[src/rtl/mc_control_if.sv]
// Decode/status inputs and control/status outputs of the multicycle controller.
// The slave modport is the controller's view; master is the datapath/bench view.
interface mc_control_if;
  logic [5:0] Op;
  logic [5:0] Func;
  logic       Zero;
  logic       mem_ready;
  logic       PCWrite;
  logic       IRWrite;
  logic       MemRead;
  logic       MemWrite;
  logic       RegWrite;
  logic       RegDst;
  logic       MemtoReg;
  logic       ALUSrcA;
  logic [1:0] ALUSrcB;
  logic [4:0] ALUop;
  logic [1:0] Ext;
  logic [1:0] PCSrc;
  logic [2:0] state;
  logic       instr_done;
  logic       ill_op;

  modport slave (
    input  Op, Func, Zero, mem_ready,
    output PCWrite, IRWrite, MemRead, MemWrite, RegWrite, RegDst, MemtoReg,
           ALUSrcA, ALUSrcB, ALUop, Ext, PCSrc, state, instr_done, ill_op
  );

  modport master (
    output Op, Func, Zero, mem_ready,
    input  PCWrite, IRWrite, MemRead, MemWrite, RegWrite, RegDst, MemtoReg,
           ALUSrcA, ALUSrcB, ALUop, Ext, PCSrc, state, instr_done, ill_op
  );
endinterface

[src/rtl/mc_control.sv]
// Multicycle MIPS-subset control FSM: FETCH/DECODE/EXEC/MEM/WB/BRANCH/JUMP.
// Outputs decode the current state and the opcode/funct latched in DECODE.
module mc_control (
  input  logic         clk,
  input  logic         rst,
  mc_control_if.slave  bus
);

  localparam int unsigned OP_W   = 6;
  localparam int unsigned ALU_W  = 5;
  localparam int unsigned SEL_W  = 2;

  localparam logic [OP_W-1:0] OP_R    = 6'h00;
  localparam logic [OP_W-1:0] OP_J    = 6'h02;
  localparam logic [OP_W-1:0] OP_JAL  = 6'h03;
  localparam logic [OP_W-1:0] OP_BEQ  = 6'h04;
  localparam logic [OP_W-1:0] OP_ADDI = 6'h08;
  localparam logic [OP_W-1:0] OP_LW   = 6'h23;
  localparam logic [OP_W-1:0] OP_SW   = 6'h2B;

  localparam logic [OP_W-1:0] FN_SLL  = 6'h00;
  localparam logic [OP_W-1:0] FN_SRL  = 6'h02;
  localparam logic [OP_W-1:0] FN_SRA  = 6'h03;
  localparam logic [OP_W-1:0] FN_SLLV = 6'h04;
  localparam logic [OP_W-1:0] FN_SRLV = 6'h06;
  localparam logic [OP_W-1:0] FN_SRAV = 6'h07;
  localparam logic [OP_W-1:0] FN_ADD  = 6'h20;
  localparam logic [OP_W-1:0] FN_ADDU = 6'h21;
  localparam logic [OP_W-1:0] FN_SUB  = 6'h22;
  localparam logic [OP_W-1:0] FN_SUBU = 6'h23;
  localparam logic [OP_W-1:0] FN_AND  = 6'h24;
  localparam logic [OP_W-1:0] FN_OR   = 6'h25;
  localparam logic [OP_W-1:0] FN_XOR  = 6'h26;
  localparam logic [OP_W-1:0] FN_NOR  = 6'h27;
  localparam logic [OP_W-1:0] FN_SLT  = 6'h2A;
  localparam logic [OP_W-1:0] FN_SLTU = 6'h2B;

  localparam logic [ALU_W-1:0] ALU_NOP  = 5'd0;
  localparam logic [ALU_W-1:0] ALU_ADD  = 5'd1;
  localparam logic [ALU_W-1:0] ALU_SUB  = 5'd2;
  localparam logic [ALU_W-1:0] ALU_AND  = 5'd3;
  localparam logic [ALU_W-1:0] ALU_OR   = 5'd4;
  localparam logic [ALU_W-1:0] ALU_XOR  = 5'd5;
  localparam logic [ALU_W-1:0] ALU_NOR  = 5'd6;
  localparam logic [ALU_W-1:0] ALU_SLT  = 5'd7;
  localparam logic [ALU_W-1:0] ALU_SLTU = 5'd8;
  localparam logic [ALU_W-1:0] ALU_SLL  = 5'd9;
  localparam logic [ALU_W-1:0] ALU_SRL  = 5'd10;
  localparam logic [ALU_W-1:0] ALU_SRA  = 5'd11;
  localparam logic [ALU_W-1:0] ALU_ADDU = 5'd12;
  localparam logic [ALU_W-1:0] ALU_SUBU = 5'd13;

  localparam logic [SEL_W-1:0] EXT_ZERO   = 2'd0;
  localparam logic [SEL_W-1:0] EXT_SIGNED = 2'd1;

  localparam logic [SEL_W-1:0] NPC_PLUS4  = 2'd0;
  localparam logic [SEL_W-1:0] NPC_BRANCH = 2'd1;
  localparam logic [SEL_W-1:0] NPC_JUMP   = 2'd2;
  localparam logic [SEL_W-1:0] NPC_JAL    = 2'd3;

  typedef enum logic [2:0] {
    S_FETCH  = 3'd0,
    S_DECODE = 3'd1,
    S_EXEC   = 3'd2,
    S_MEM    = 3'd3,
    S_WB     = 3'd4,
    S_BRANCH = 3'd5,
    S_JUMP   = 3'd6
  } state_e;

  state_e          state_q, state_d;
  logic [OP_W-1:0] op_q, op_d;
  logic [OP_W-1:0] func_q, func_d;

  logic             pc_write_c, ir_write_c, mem_read_c, mem_write_c;
  logic             reg_write_c, reg_dst_c, mem_to_reg_c, alu_src_a_c;
  logic [SEL_W-1:0] alu_src_b_c, ext_c, pc_src_c;
  logic [ALU_W-1:0] alu_op_c;
  logic             instr_done_c, ill_op_c;

  // Funct-to-ALU map; NOP doubles as the "unsupported funct" marker.
  function automatic logic [ALU_W-1:0] funct_alu(input logic [OP_W-1:0] fn);
    case (fn)
      FN_ADD:          funct_alu = ALU_ADD;
      FN_ADDU:         funct_alu = ALU_ADDU;
      FN_SUB:          funct_alu = ALU_SUB;
      FN_SUBU:         funct_alu = ALU_SUBU;
      FN_AND:          funct_alu = ALU_AND;
      FN_OR:           funct_alu = ALU_OR;
      FN_XOR:          funct_alu = ALU_XOR;
      FN_NOR:          funct_alu = ALU_NOR;
      FN_SLT:          funct_alu = ALU_SLT;
      FN_SLTU:         funct_alu = ALU_SLTU;
      FN_SLL, FN_SLLV: funct_alu = ALU_SLL;
      FN_SRL, FN_SRLV: funct_alu = ALU_SRL;
      FN_SRA, FN_SRAV: funct_alu = ALU_SRA;
      default:         funct_alu = ALU_NOP;
    endcase
  endfunction

  always_ff @(posedge clk or negedge rst) begin
    if (!rst) begin
      state_q <= S_FETCH;
      op_q    <= '0;
      func_q  <= '0;
    end else begin
      state_q <= state_d;
      op_q    <= op_d;
      func_q  <= func_d;
    end
  end

  always_comb begin
    state_d      = state_q;
    op_d         = op_q;
    func_d       = func_q;
    pc_write_c   = 1'b0;
    ir_write_c   = 1'b0;
    mem_read_c   = 1'b0;
    mem_write_c  = 1'b0;
    reg_write_c  = 1'b0;
    reg_dst_c    = 1'b0;
    mem_to_reg_c = 1'b0;
    alu_src_a_c  = 1'b0;
    alu_src_b_c  = 2'd0;
    alu_op_c     = ALU_NOP;
    ext_c        = EXT_ZERO;
    pc_src_c     = NPC_PLUS4;
    instr_done_c = 1'b0;
    ill_op_c     = 1'b0;

    case (state_q)
      S_FETCH: begin
        mem_read_c  = 1'b1;
        alu_src_b_c = 2'd1;
        alu_op_c    = ALU_ADD;
        if (bus.mem_ready) begin
          ir_write_c = 1'b1;
          pc_write_c = 1'b1;
          state_d    = S_DECODE;
        end
      end
      // Only state that looks at the live Op/Func inputs.
      S_DECODE: begin
        op_d   = bus.Op;
        func_d = bus.Func;
        if ((bus.Op == OP_R && funct_alu(bus.Func) != ALU_NOP) ||
            bus.Op == OP_ADDI || bus.Op == OP_LW || bus.Op == OP_SW) begin
          state_d = S_EXEC;
        end else if (bus.Op == OP_BEQ) begin
          state_d = S_BRANCH;
        end else if (bus.Op == OP_J || bus.Op == OP_JAL) begin
          state_d = S_JUMP;
        end else begin
          ill_op_c = 1'b1;
          state_d  = S_FETCH;
        end
      end
      S_EXEC: begin
        alu_src_a_c = 1'b1;
        if (op_q == OP_R) begin
          alu_op_c = funct_alu(func_q);
          state_d  = S_WB;
        end else begin
          alu_src_b_c = 2'd2;
          alu_op_c    = ALU_ADD;
          ext_c       = EXT_SIGNED;
          state_d     = (op_q == OP_LW || op_q == OP_SW) ? S_MEM : S_WB;
        end
      end
      S_MEM: begin
        mem_read_c  = (op_q == OP_LW);
        mem_write_c = (op_q == OP_SW);
        if (bus.mem_ready) begin
          if (op_q == OP_LW) begin
            state_d = S_WB;
          end else begin
            instr_done_c = 1'b1;
            state_d      = S_FETCH;
          end
        end
      end
      S_WB: begin
        reg_write_c  = 1'b1;
        reg_dst_c    = (op_q == OP_R);
        mem_to_reg_c = (op_q == OP_LW);
        instr_done_c = 1'b1;
        state_d      = S_FETCH;
      end
      S_BRANCH: begin
        alu_src_a_c  = 1'b1;
        alu_op_c     = ALU_SUB;
        ext_c        = EXT_SIGNED;
        pc_src_c     = NPC_BRANCH;
        pc_write_c   = bus.Zero;
        instr_done_c = 1'b1;
        state_d      = S_FETCH;
      end
      S_JUMP: begin
        pc_write_c   = 1'b1;
        pc_src_c     = (op_q == OP_JAL) ? NPC_JAL : NPC_JUMP;
        reg_write_c  = (op_q == OP_JAL);
        instr_done_c = 1'b1;
        state_d      = S_FETCH;
      end
      default: state_d = S_FETCH;
    endcase
  end

  // Reset already pins state to FETCH; only the mem_ready-driven enables need masking.
  assign bus.PCWrite    = pc_write_c & rst;
  assign bus.IRWrite    = ir_write_c & rst;
  assign bus.MemRead    = mem_read_c;
  assign bus.MemWrite   = mem_write_c;
  assign bus.RegWrite   = reg_write_c;
  assign bus.RegDst     = reg_dst_c;
  assign bus.MemtoReg   = mem_to_reg_c;
  assign bus.ALUSrcA    = alu_src_a_c;
  assign bus.ALUSrcB    = alu_src_b_c;
  assign bus.ALUop      = alu_op_c;
  assign bus.Ext        = ext_c;
  assign bus.PCSrc      = pc_src_c;
  assign bus.state      = 3'(state_q);
  assign bus.instr_done = instr_done_c;
  assign bus.ill_op     = ill_op_c;

endmodule

[src/flat_wrapper.sv]
// flat-port wrapper written by rule: the top's interface ports become plain ports
module mc_control_flat 
  (clk, rst, bus_Op, bus_Func, bus_Zero, bus_mem_ready, bus_PCWrite, bus_IRWrite, bus_MemRead, bus_MemWrite, bus_RegWrite, bus_RegDst, bus_MemtoReg, bus_ALUSrcA, bus_ALUSrcB, bus_ALUop, bus_Ext, bus_PCSrc, bus_state, bus_instr_done, bus_ill_op);
  mc_control_if bus_i ();
  input  logic clk;
  input  logic rst;
  input wire logic [$bits(bus_i.Op)-1:0] bus_Op;
  input wire logic [$bits(bus_i.Func)-1:0] bus_Func;
  input wire logic [$bits(bus_i.Zero)-1:0] bus_Zero;
  input wire logic [$bits(bus_i.mem_ready)-1:0] bus_mem_ready;
  output wire logic [$bits(bus_i.PCWrite)-1:0] bus_PCWrite;
  output wire logic [$bits(bus_i.IRWrite)-1:0] bus_IRWrite;
  output wire logic [$bits(bus_i.MemRead)-1:0] bus_MemRead;
  output wire logic [$bits(bus_i.MemWrite)-1:0] bus_MemWrite;
  output wire logic [$bits(bus_i.RegWrite)-1:0] bus_RegWrite;
  output wire logic [$bits(bus_i.RegDst)-1:0] bus_RegDst;
  output wire logic [$bits(bus_i.MemtoReg)-1:0] bus_MemtoReg;
  output wire logic [$bits(bus_i.ALUSrcA)-1:0] bus_ALUSrcA;
  output wire logic [$bits(bus_i.ALUSrcB)-1:0] bus_ALUSrcB;
  output wire logic [$bits(bus_i.ALUop)-1:0] bus_ALUop;
  output wire logic [$bits(bus_i.Ext)-1:0] bus_Ext;
  output wire logic [$bits(bus_i.PCSrc)-1:0] bus_PCSrc;
  output wire logic [$bits(bus_i.state)-1:0] bus_state;
  output wire logic [$bits(bus_i.instr_done)-1:0] bus_instr_done;
  output wire logic [$bits(bus_i.ill_op)-1:0] bus_ill_op;
  assign bus_i.Op = bus_Op;
  assign bus_i.Func = bus_Func;
  assign bus_i.Zero = bus_Zero;
  assign bus_i.mem_ready = bus_mem_ready;
  assign bus_PCWrite = bus_i.PCWrite;
  assign bus_IRWrite = bus_i.IRWrite;
  assign bus_MemRead = bus_i.MemRead;
  assign bus_MemWrite = bus_i.MemWrite;
  assign bus_RegWrite = bus_i.RegWrite;
  assign bus_RegDst = bus_i.RegDst;
  assign bus_MemtoReg = bus_i.MemtoReg;
  assign bus_ALUSrcA = bus_i.ALUSrcA;
  assign bus_ALUSrcB = bus_i.ALUSrcB;
  assign bus_ALUop = bus_i.ALUop;
  assign bus_Ext = bus_i.Ext;
  assign bus_PCSrc = bus_i.PCSrc;
  assign bus_state = bus_i.state;
  assign bus_instr_done = bus_i.instr_done;
  assign bus_ill_op = bus_i.ill_op;
  mc_control u_core (.clk(clk), .rst(rst), .bus(bus_i));
endmodule
[config.mk]
export PLATFORM = sky130hd
export DESIGN_NAME = mc_control_flat
export DESIGN_NICKNAME = d
export VERILOG_FILES = /design/src/rtl/mc_control_if.sv /design/src/rtl/mc_control.sv /design/src/flat_wrapper.sv
export SDC_FILE = /design/constraint.sdc
export NUM_CORES = 1
export LEC_CHECK = 0
export BUFFER_PORTS_ARGS = -buffer_cell sky130_fd_sc_hd__clkbuf_2
export CORE_MARGIN = 3
export CORE_UTILIZATION = 50
export CTS_BUF_LIST = sky130_fd_sc_hd__clkbuf_16
export CTS_CLUSTER_DIAMETER = 30
export DETAILED_ROUTE_END_ITERATION = 10
export GPL_TIMING_DRIVEN = 0
export PLACE_DENSITY = 0.85
export SYNTH_ARGS = -nofsm -noshare
export SYNTH_HDL_FRONTEND = slang
export SYNTH_SLANG_ARGS = --single-unit
[constraint.sdc]
create_clock -name clk -period 2.5 [get_ports clk]
set_clock_uncertainty 0.05 [all_clocks]
set_input_delay 0.125 -clock clk [delete_from_list [all_inputs] [get_ports clk]]
set_output_delay 0.125 -clock clk [all_outputs]
set_load 0.01 [all_outputs]
## Yosys cells after proc, flatten, opt, wreduce, memory -nomap -nowiden

Memory sizes are Yosys's and may differ from the RTL's.
Cells that the tools add are included.

- Equal/unequal tests: 17
- Multiplexer cells: 34
- Bitwise operators: 2
- Reduce and logical (&&, ||, !) cells: 13

Operators by type and width:

| operator | number |
|---|---|
| == test 6 bit, second input constant | 4 |
| two-way mux 3 bit | 8 |
| == test 6 x 2 -> 1 bit, second input constant | 3 |
| one-hot mux 5 bit (3 select lines) | 1 |
| two-way mux 1 bit | 14 |
| logical NOT 6 bit | 2 |
| one-hot mux 2 bit (2 select lines) | 3 |
| one-hot mux 3 bit (4 select lines) | 1 |
| two-way mux 5 bit | 2 |
| == test 3 bit, second input constant | 3 |
| == test 3 x 2 -> 1 bit, second input constant | 2 |
| == test 6 x 3 -> 1 bit, second input constant | 1 |
| == test 6 x 4 -> 1 bit, second input constant | 1 |
| one-hot mux 1 bit (2 select lines) | 3 |
| logical OR 1 bit | 5 |
| nonzero test 5 bit | 1 |
| inequality test 2 bit, second input constant | 2 |
| == test 3 x 1 -> 1 bit, second input constant | 1 |
| logical NOT 3 bit | 1 |
| one-hot mux 1 bit (3 select lines) | 1 |
| OR reduction 3 bit | 1 |
| AND 1 bit | 2 |
| two-way mux 2 bit | 1 |
| AND reduction 2 bit | 1 |
| 2 further kinds | 2 |

- Flip-flop bits (word level): 15
- Memory bits (read-only): 512
- Input port bits: 16
- Output and inout bits: 24
- Word-level logic and storage cells: 71
- Memories kept: 2

Memory list:

| memory | words | width | read ports | clocked after memory_dff | wr ports | RTL line | text |
|---|---|---|---|---|---|---|---|
| (name not given) | 64 | 4 | 1 | 0 | 0 | mc_control.sv:83 | `case (fn)` |
| (name not given) | 64 | 4 | 1 | 0 | 0 | mc_control.sv:83 |  |

## Depth between registers and ports, before layout

Gate-level depths: netlist of run 1.

- Word-level depth: 9
- Mapped depth: 6
- Depth with buffers taken out: 6

## Worst setup path after synthesis of run 1

No wires, ideal clock.

- Path type: reg-to-output
- Start: reg u_core.op_q[4]
- End: out bus_ALUop[1]
- Arrival: 1804 ps
- Data required time: 2325 ps
- Setup slack: 521 ps
- Cell stages (with the launch flop): 5
- Buffers on the path: 0
- Path through: dfrtp_1 or4_4 or3_1 or3_4 o21ai_1

- Longest elaborated chain between the ends: 3

RTL lines:

| what | RTL line | text |
|---|---|---|
| from (decl) | mc_control.sv:72 | `logic [OP_W-1:0] op_q, op_d;` |
| from (signal assigned) | mc_control.sv:108 | `op_q <= op_d;` |
| logical NOT 6 bit | mc_control.sv:161 | `if (op_q == OP_R) begin` |
| two-way mux 5 bit | mc_control.sv:161 |  |
| one-hot mux 5 bit (3 select lines) | mc_control.sv:132 | `case (state_q)` |
| to (decl) | flat_wrapper.sv:20 | `output wire logic [$bits(bus_i.ALUop)-1:0] bus_ALUop;` |

No other way between the ends.

## Final worst setup path of run 1

- Start: reg u_core.op_q[4]
- End: out bus_ALUop[2]

Same word-level chain as after synthesis.

==> results of run 1 <==
-- power by group through the flow --
stage,clock network [mW],logic (mW),registers (mW)
floorplan,0,0.595,0.484
global placement,0,0.798,0.506
detailed placement,0,0.829,0.517
CTS,0.312,0.842,0.521
global route,0.322,0.935,0.546
finish,0.311,0.842,0.531
-- flip-flops by register name, summed over array words and instances (netlist names) --
signal,flops
u_core.bus.state,3
u_core.func_q,6
u_core.op_q,6
-- timing repair --
item,in CTS,in global routing
endpoints found under the setup margin,0,0
hold endpoints to repair,15,0
hold buffers,1,0
resized for setup,0,0
-- final cells by class --
cell class	count	area, µm²
multi-input cells	122	811
well taps	28	35.0
flip-flops and latches	15	375
clock buffers	3	75.1
fillers	192	734
inverters	7	26.3
repair buffers	38	195
clock inverters	1	5.00
plain buffers	8	40.0
-- Yosys cell counts, types with 3 or more instances --
cell / number / area (µm²)
a21oi_1: 7 / 35.0
clkbuf_1: 4 / 15.0
dfrtp_1: 15 / 375
ha_1: 8 / 100
inv_1: 7 / 26.3
mux2_2: 8 / 90.1
nand2_1: 13 / 48.8
nand2b_1: 4 / 25.0
nand3_1: 6 / 30.0
nor2_1: 11 / 41.3
nor2b_1: 6 / 37.5
nor3_1: 8 / 40.0
nor4_1: 4 / 25.0
o21ai_0: 10 / 50.1
or3_1: 3 / 18.8
-- worst max-delay path by stage --
stage / depth (start not counted) / startpoint / end
after floorplan: 4 / u_core.op_q[4] / bus_ALUop[1]
after global placement: 5 / u_core.op_q[4] / bus_ALUop[2]
after detailed placement: 5 / u_core.op_q[4] / bus_ALUop[2]
after CTS: 5 / u_core.op_q[4] / bus_ALUop[2]
after global routing: 5 / u_core.op_q[4] / bus_ALUop[2]
final: 5 / u_core.op_q[4] / bus_ALUop[2]
-- per-layer routing --
metal	GRT usage [%]	up-vias	part of all wire (%)
met5	0	-	0
met3	2.78	2	6.9
met4	5.76	0	0.65
met2	34.2	61	47
met1	30.4	625	46
li1	-	634	-
-- placed cells by master (no fill, tap or decap), types with 3 or more instances in the layout --
master	instances
clkbuf_2	37
dfrtp_1	15
nand2_1	13
nor2_1	11
o21ai_0	10
nor3_1	8
mux2_2	8
ha_1	8
inv_1	7
a21oi_1	7
nor2b_1	6
nand3_1	6
clkbuf_1	4
nand2b_1	4
nor4_1	4
or3_1	3
clkbuf_16	3
-- critical path, cell delays in order, from the launching register on --
cell      delay, ns
dfrtp_1        0.44
or4_4          0.55
or3_1          0.34
or3_4          0.36
a211oi_2       0.16
clkbuf_2       0.17
-- per-stage QoR --
step,utilization (%),cells
after detailed placement,64.1,217
after CTS,68.0,222
after floorplan,-,152
after global placement,64.1,217
after global routing,68.0,222
final,68.0,222
-- cells by family (layout without fill, tap and decap cells) --
group | Yosys count | count (layout) | synth area share (%)
DFF | 15 | 15 | 30.1
muxes | 10 | 10 | 8.82
buffers and inverters | 15 | 57 | 5.31
and+or+nand+nor | 66 | 66 | 28.2
adders and majority gates | 8 | 8 | 8.02
other | 1 | 2 | 0.300
AOI/OAI and AO/OA | 36 | 36 | 19.3
==> flow_metrics.env, run 1 <==
export IMPL_grt_max_degree=18
export IMPL_yosysSeqAreaShare_pct=30.1
export IMPL_path_clk_slew_ns=0.05
export IMPL_p_total_mw=1.68
export IMPL_firstDrtPassIters=5
export IMPL_placed_area_um2=1470
export IMPL_p_leak_nw=0.738
export IMPL_ff2ff_setup_slack_ns=0.63
export IMPL_clk_path_buf_depth=2
export IMPL_ys_flop_type="dfrtp_1"
export IMPL_io_pins=40
export IMPL_h_tree_depth=1
export IMPL_reg2reg_depth=6
export IMPL_p_sw_mw=0.729
export IMPL_power_frac_seq_pct=31.5
export IMPL_post_synth_cell_area_avg_um2=8.27
export IMPL_overflow=0
export IMPL_power_density_nw_per_um2=1080
export IMPL_pwr_share_clk_pct=18.5
export IMPL_outcome="finished clean"
export IMPL_syn_area_um2=1250
export IMPL_cts_sinks=15
export IMPL_max_clock_freq_mhz=410
export IMPL_drcViolationCount=0
export IMPL_rsz0062_at_grt="no"
export IMPL_synthArstFlopShare_pct=100
export IMPL_pwr_share_comb_pct=50.0
export IMPL_vias=1322
export IMPL_die_x_um=56.0
export IMPL_cp_end_kind="output port"
export IMPL_finalNetCount=219
export IMPL_setup_violations_final=0
export IMPL_slew_limit_headroom_pct=62.6
export IMPL_irDropWorstVdd_mv=0.578
export IMPL_max_cap_violations=0
export IMPL_r2r_end="u_core.bus.state[1]"
export IMPL_clk_latency_ns=0.24
export IMPL_hp_class="primary input to flip-flop"
export IMPL_preCtsSetupSlack_ns=0.352
export IMPL_gr_usage_all_layers_pct=21.4
export IMPL_path_max_fanout=6
export IMPL_path_class="flip-flop to output port"
export IMPL_ant_nets=0
export IMPL_cts_tree="done"
export IMPL_period_share_pct=97.5
export IMPL_post_dp_hpwl_um=2420
export IMPL_finalWirelength_um=3250
export IMPL_post_cts_setup_buffer_count=0
export IMPL_p_int_mw=0.955
export IMPL_worstReg2RegStart="u_core.bus.state[0]"
export IMPL_drive_gt1_share_pct=30.9
export IMPL_core_area_um2=2300
export IMPL_numPortBuffers=37
export IMPL_synth_seq_cells=15
export IMPL_min_delay_path_depth=3
export IMPL_dieArea_um2=3130
export IMPL_syn_to_final_growth_pct=25.2
export IMPL_arrival_ns=2.26
export IMPL_drt_initial_drc_count=58
export IMPL_swShare_pct=43.3
export IMPL_wire_per_inst_um=14.7
export IMPL_cp_start_kind="flip-flop"
export IMPL_slew_viol_final=0
export IMPL_ys_warnings_count=0
export IMPL_cts_root_buf="clkbuf_16"
export IMPL_num_rows=17
export IMPL_fin_crit_ns=2.44
export IMPL_grt_pass1_vias=1239
export IMPL_start_util_pct=54.4
export IMPL_whs_ns=0.0957
export IMPL_antenna_cells=0
export IMPL_synth_edf_count=0
export IMPL_syn_inst=151
export IMPL_synth_distinct_cells=43
export IMPL_hold_end="u_core.func_q[5]"
export IMPL_final_area_um2=1560
export IMPL_cp_required_ns=2.33
export IMPL_fin_setup_tns_ns=0
export IMPL_hp_start="bus_Func[5]"
export IMPL_hold_viol_final=0
export IMPL_die_h_um=56.0
export IMPL_worstMarginPinSlew_ns=0.556
export IMPL_grt_pass1_wl_um=5590
export IMPL_layout_setup_ws_ns=0.0633
export IMPL_gp_congestion=0.886
export IMPL_cts_buffers=3
export IMPL_vias_per_cell=5.95
export IMPL_antenna_found_initial=0
Note: power is estimated with default switching activity, not from simulation.
==> inputs of run 2 (changes only) <==
==> constraint.sdc (replaced) <==
create_clock -name clk -period 2.5 [get_ports clk]
set_clock_uncertainty 0.05 [all_clocks]
set_input_delay 0.125 -clock clk [delete_from_list [all_inputs] [get_ports clk]]
set_output_delay 0.125 -clock clk [all_outputs]
set_load 0.1 [all_outputs]
==> flow_metrics.env, run 2 (synthesized netlist as in run 1, its figures left out) <==
export IMPL_outcome="complete, but fails checks"
export IMPL_violations="setup timing"
export IMPL_hold_viol_final=0
export IMPL_num_rows=17
export IMPL_syn_to_final_growth_pct=40.9
export IMPL_path_clk_slew_ns=0.05
export IMPL_rsz0062_at_grt="yes"
export IMPL_fillers=163
export IMPL_vias=1358
export IMPL_numPortBuffers=37
export IMPL_cts_buffers=3
export IMPL_cp_required_ns=2.33
export IMPL_place_inst=217
export IMPL_mostFrequentLayoutCells="33 x clkbuf_2, 13 x nand2_1, 12 x dfrtp_1"
export IMPL_drive_gt1_share_pct=40.3
export IMPL_max_stage_delay_ns=0.55
export IMPL_wire_per_inst_um=15.9
export IMPL_post_dp_hpwl_um=2560
export IMPL_cts_sinks=15
export IMPL_ant_nets=0
export IMPL_fin_crit_ns=2.54
export IMPL_slowest_stage="or4_4"
export IMPL_path_class="flip-flop to output port"
export IMPL_arrival_ns=2.37
export IMPL_period_share_pct=102
export IMPL_drcViolationCount=0
export IMPL_slew_limit_headroom_pct=53.4
export IMPL_io_pins=40
export IMPL_core_area_um2=2300
export IMPL_firstDrtPassIters=4
export IMPL_cp_end_kind="output port"
export IMPL_hp_start="bus_Func[3]"
export IMPL_cts_tree="done"
export IMPL_cts_root_buf="clkbuf_16"
export IMPL_worst_path_most_repeated_cell="or3_4"
export IMPL_dieArea_um2=3130
export IMPL_finalWirelength_um=3570
export IMPL_overflow=0
export IMPL_path_max_fanout=3
export IMPL_final_cell_count_no_fill=224
export IMPL_crit_start="u_core.op_q[5]"
export IMPL_finalNetCount=221
export IMPL_grt_pass1_wl_um=6180
export IMPL_drt_initial_drc_count=55
export IMPL_layout_setup_ws_ns=-0.0424
export IMPL_worstReg2RegStart="u_core.bus.state[0]"
export IMPL_clk_latency_ns=0.25
export IMPL_vias_per_cell=6.06
export IMPL_crit_path_cell_trace="or4_4 > or3_4 > or3_4 > a211oi_4 > clkbuf_16"
export IMPL_die_x_um=56.0
export IMPL_clk_path_buf_depth=2
export IMPL_preCtsSetupSlack_ns=-0.0127
export IMPL_gr_usage_all_layers_pct=24.2
export IMPL_antenna_found_initial=0
export IMPL_die_h_um=56.0
export IMPL_setup_violations_final=1
export IMPL_max_clock_freq_mhz=393
export IMPL_cp_start_kind="flip-flop"
export IMPL_max_cap_violations=0
export IMPL_worstMarginPinSlew_ns=0.694
export IMPL_gp_congestion=0.862
export IMPL_whs_ns=0.0809
export IMPL_final_common_cell="clkbuf_2"
export IMPL_fin_setup_tns_ns=-0.0424
export IMPL_grt_pass1_vias=1341
export IMPL_antenna_cells=0
export IMPL_hp_class="primary input to flip-flop"
export IMPL_slew_viol_final=0
export IMPL_grt_max_degree=18
export IMPL_start_util_pct=54.4
export IMPL_h_tree_depth=1
==> run 2: per-layer routing <==
layer / global-route usage [%] / share of wire, % / vias up
met4: 10.5 / 2.5 / 0
met5: 0 / 0 / -
li1: - / - / 640
met1: 30.1 / 41 / 637
met3: 3.02 / 7.8 / 11
met2: 41.7 / 49 / 70
==> run 2: what timing repair did <==
item / 4_1_cts / 5_1_grt
endpoints found under the hold margin: 15 / 0
gates resized for setup: 10 / 4
hold buffers: 1 / 0
buffers inserted: 1 / 1
setup endpoints to repair: 4 / 5
pin swaps: 0 / 1
==> run 2: path summary, 6_finish.rpt <==
kind,end,slack (ns),cells past startpoint
setup / recovery,bus_ALUop[2],-0.04,5
hold / removal,u_core.func_q[3],0.08,3
setup reg to reg,u_core.bus.state[1],0.68,6
hold reg to reg,u_core.func_q[4],0.50,1
max in group asynchronous,u_core.bus.state[0],1.75,2
min in group asynchronous,u_core.op_q[1],0.31,2
==> run 2: worst max-delay path: cells and delay by family, from the launching register on <==
kind                   cells  cell delay, ns
AND/OR/NAND/NOR            3            1.27
buffers and inverters      1            0.24
AO/OA/AOI/OAI              1            0.20
flip-flops                 1            0.40
==> run 2: layout make-up <==
cell class | count | area (µm²) | share of cell area, %
multi-input cells | 122 | 932 | 53.0
flip-flops and latches | 15 | 379 | 21.6
repair buffers | 40 | 268 | 15.2
clock buffers | 3 | 75.1 | 4.27
plain buffers | 8 | 40.0 | 2.28
well taps | 28 | 35.0 | 1.99
inverters | 7 | 26.3 | 1.49
clock inverters | 1 | 3.75 | 0.213
==> run 2: metrics by stage <==
step,util [%],cell area [µm²]
floorplan,-,1370
global placement,69.1,1590
finish,76.6,1760
CTS,75.7,1740
detailed placement,69.1,1590
global route,76.6,1760
Power of run 2 is not shown: default switching activity piles up to over one toggle a cycle in this logic, so the estimate is an artifact.
==> inputs of run 3 (changes only) <==
--- a/config.mk
+++ b/config.mk
@@ -6,13 +6,15 @@
 export NUM_CORES = 1
 export LEC_CHECK = 0
 export BUFFER_PORTS_ARGS = -buffer_cell sky130_fd_sc_hd__clkbuf_2
+export CELL_PAD_IN_SITES_DETAIL_PLACEMENT = 2
+export CELL_PAD_IN_SITES_GLOBAL_PLACEMENT = 2
 export CORE_MARGIN = 3
-export CORE_UTILIZATION = 50
+export CORE_UTILIZATION = 28
 export CTS_BUF_LIST = sky130_fd_sc_hd__clkbuf_16
 export CTS_CLUSTER_DIAMETER = 30
 export DETAILED_ROUTE_END_ITERATION = 10
 export GPL_TIMING_DRIVEN = 0
-export PLACE_DENSITY = 0.85
+export PLACE_DENSITY = 0.84
 export SYNTH_ARGS = -nofsm -noshare
 export SYNTH_HDL_FRONTEND = slang
 export SYNTH_SLANG_ARGS = --single-unit
==> flow_metrics.env, run 3 (synthesized netlist as in run 1, its figures left out) <==
export IMPL_mostFrequentLayoutCells="30 x clkbuf_2, 13 x nand2_1, 10 x dfrtp_1"
export IMPL_cts_sinks=15
export IMPL_syn_to_final_growth_pct=44.7
export IMPL_cts_root_buf="clkbuf_16"
export IMPL_cp_end_kind="output port"
export IMPL_reg2reg_depth=6
export IMPL_fin_util_pct=43.6
export IMPL_finalNetCount=223
export IMPL_finalWirelength_um=4280
export IMPL_drive_gt1_share_pct=42.4
export IMPL_power_density_nw_per_um2=1470
export IMPL_vias=1327
export IMPL_clk_path_buf_depth=2
export IMPL_overflow=0
export IMPL_fin_crit_ns=2.56
export IMPL_clk_latency_ns=0.24
export IMPL_place_inst=239
export IMPL_crit_start="u_core.op_q[5]"
export IMPL_start_util_pct=30.1
export IMPL_ant_nets=0
export IMPL_worstReg2RegStart="u_core.bus.state[0]"
export IMPL_gr_usage_all_layers_pct=18.1
export IMPL_final_common_cell="clkbuf_2"
export IMPL_dieArea_um2=5300
export IMPL_pwr_share_clk_pct=11.8
export IMPL_violations="setup timing"
export IMPL_core_area_um2=4140
export IMPL_setup_violations_final=1
export IMPL_cp_required_ns=2.33
export IMPL_wire_per_inst_um=17.3
export IMPL_p_leak_nw=0.790
export IMPL_slew_viol_final=0
export IMPL_ff2ff_setup_slack_ns=0.48
export IMPL_post_dp_hpwl_um=3400
export IMPL_hp_start="bus_Func[3]"
export IMPL_h_tree_depth=1
export IMPL_hold_viol_final=0
export IMPL_power_frac_seq_pct=20.7
export IMPL_p_int_mw=1.07
export IMPL_die_h_um=72.8
export IMPL_firstDrtPassIters=4
export IMPL_outcome="complete, but fails checks"
export IMPL_gp_congestion=0.821
export IMPL_cp_endpoint="bus_ALUop[2]"
export IMPL_hp_class="primary input to flip-flop"
export IMPL_drt_initial_drc_count=43
export IMPL_cts_tree="done"
export IMPL_period_share_pct=103
export IMPL_arrival_ns=2.39
export IMPL_final_cell_count_no_fill=248
export IMPL_num_rows=23
export IMPL_rsz0062_at_grt="yes"
export IMPL_layout_setup_ws_ns=-0.0627
export IMPL_pwr_share_comb_pct=67.4
export IMPL_r2r_end="u_core.bus.state[1]"
export IMPL_die_x_um=72.8
export IMPL_numPortBuffers=37
export IMPL_path_class="flip-flop to output port"
export IMPL_preCtsSetupSlack_ns=-0.0455
export IMPL_grt_max_degree=18
export IMPL_irDropWorstVdd_mv=0.459
export IMPL_path_clk_slew_ns=0.05
export IMPL_vias_per_cell=5.35
export IMPL_max_cap_violations=0
export IMPL_swShare_pct=59.5
export IMPL_grt_pass1_vias=1469
export IMPL_worstMarginPinSlew_ns=0.670
export IMPL_grt_pass1_wl_um=7560
export IMPL_path_max_fanout=3
export IMPL_slew_limit_headroom_pct=55.0
export IMPL_fin_setup_tns_ns=-0.0627
export IMPL_cts_buffers=3
export IMPL_p_sw_mw=1.57
export IMPL_whs_ns=0.0837
export IMPL_drcViolationCount=0
export IMPL_max_clock_freq_mhz=390
export IMPL_antenna_found_initial=0
export IMPL_cp_start_kind="flip-flop"
export IMPL_io_pins=40
export IMPL_antenna_cells=0
-- run 3: final cells by class --
| class | count | area, µm² |
|---|---|---|
| fill | 481 | 2340 |
| clock inverter | 1 | 5.00 |
| multi-input combinational | 122 | 932 |
| sequential | 15 | 382 |
| clock buffer | 3 | 75.1 |
| inverter | 7 | 26.3 |
| tap | 50 | 62.6 |
| buffer | 8 | 40.0 |
| timing repair buffer | 42 | 284 |
-- run 3: worst min-delay path by stage --
stage,to,depth (start not counted)
after floorplan,u_core.bus.state[0],0
after global placement,u_core.op_q[2],1
after detailed placement,u_core.bus.state[2],1
after CTS,u_core.func_q[3],3
after global routing,u_core.func_q[4],2
final,u_core.func_q[3],3
-- run 3: per-layer routing --
| layer | part of all wire [%] | track usage (%) | up-vias | routed length [µm] |
|---|---|---|---|---|
| li1 | - | - | 640 | - |
| met1 | 44 | 24.0 | 649 | 1900 |
| met2 | 51 | 32.1 | 36 | 2180 |
| met3 | 4.1 | 1.79 | 2 | 174 |
| met4 | 0.54 | 3.07 | 0 | 23 |
| met5 | 0 | 0 | - | 0 |
-- run 3: metrics by stage --
stage               total power, mW  area [µm²]
floorplan                      1.92        1370
CTS                            2.64        1790
global route                   2.82        1810
global placement               2.18        1610
finish                         2.65        1810
detailed placement             2.25        1610
-- run 3: repair_timing --
action | CTS | global route
hold endpoints to repair | 15 | 0
pin swaps | 0 | 1
gates resized for setup | 12 | 8
hold buffers | 1 | 0
setup endpoints to repair | 4 | 8
buffers inserted | 3 | 1
-- run 3: power groups by stage --
| stage | logic (mW) | clock network [mW] | registers, mW |
|---|---|---|---|
| 2_1_floorplan | 1.31 | 0 | 0.613 |
| 3_3_place_gp | 1.64 | 0 | 0.535 |
| 3_5_place_dp | 1.70 | 0 | 0.552 |
| 4_1_cts | 1.78 | 0.315 | 0.543 |
| 5_1_grt | 1.91 | 0.330 | 0.578 |
| 6_report | 1.79 | 0.313 | 0.549 |
-- run 3: critical path, cell delays in order, from the launching register on --
cell       delay (ns)
dfrtp_1          0.40
or4_4            0.56
or3_4            0.36
or3_4            0.38
a211oi_4         0.20
clkbuf_16        0.24
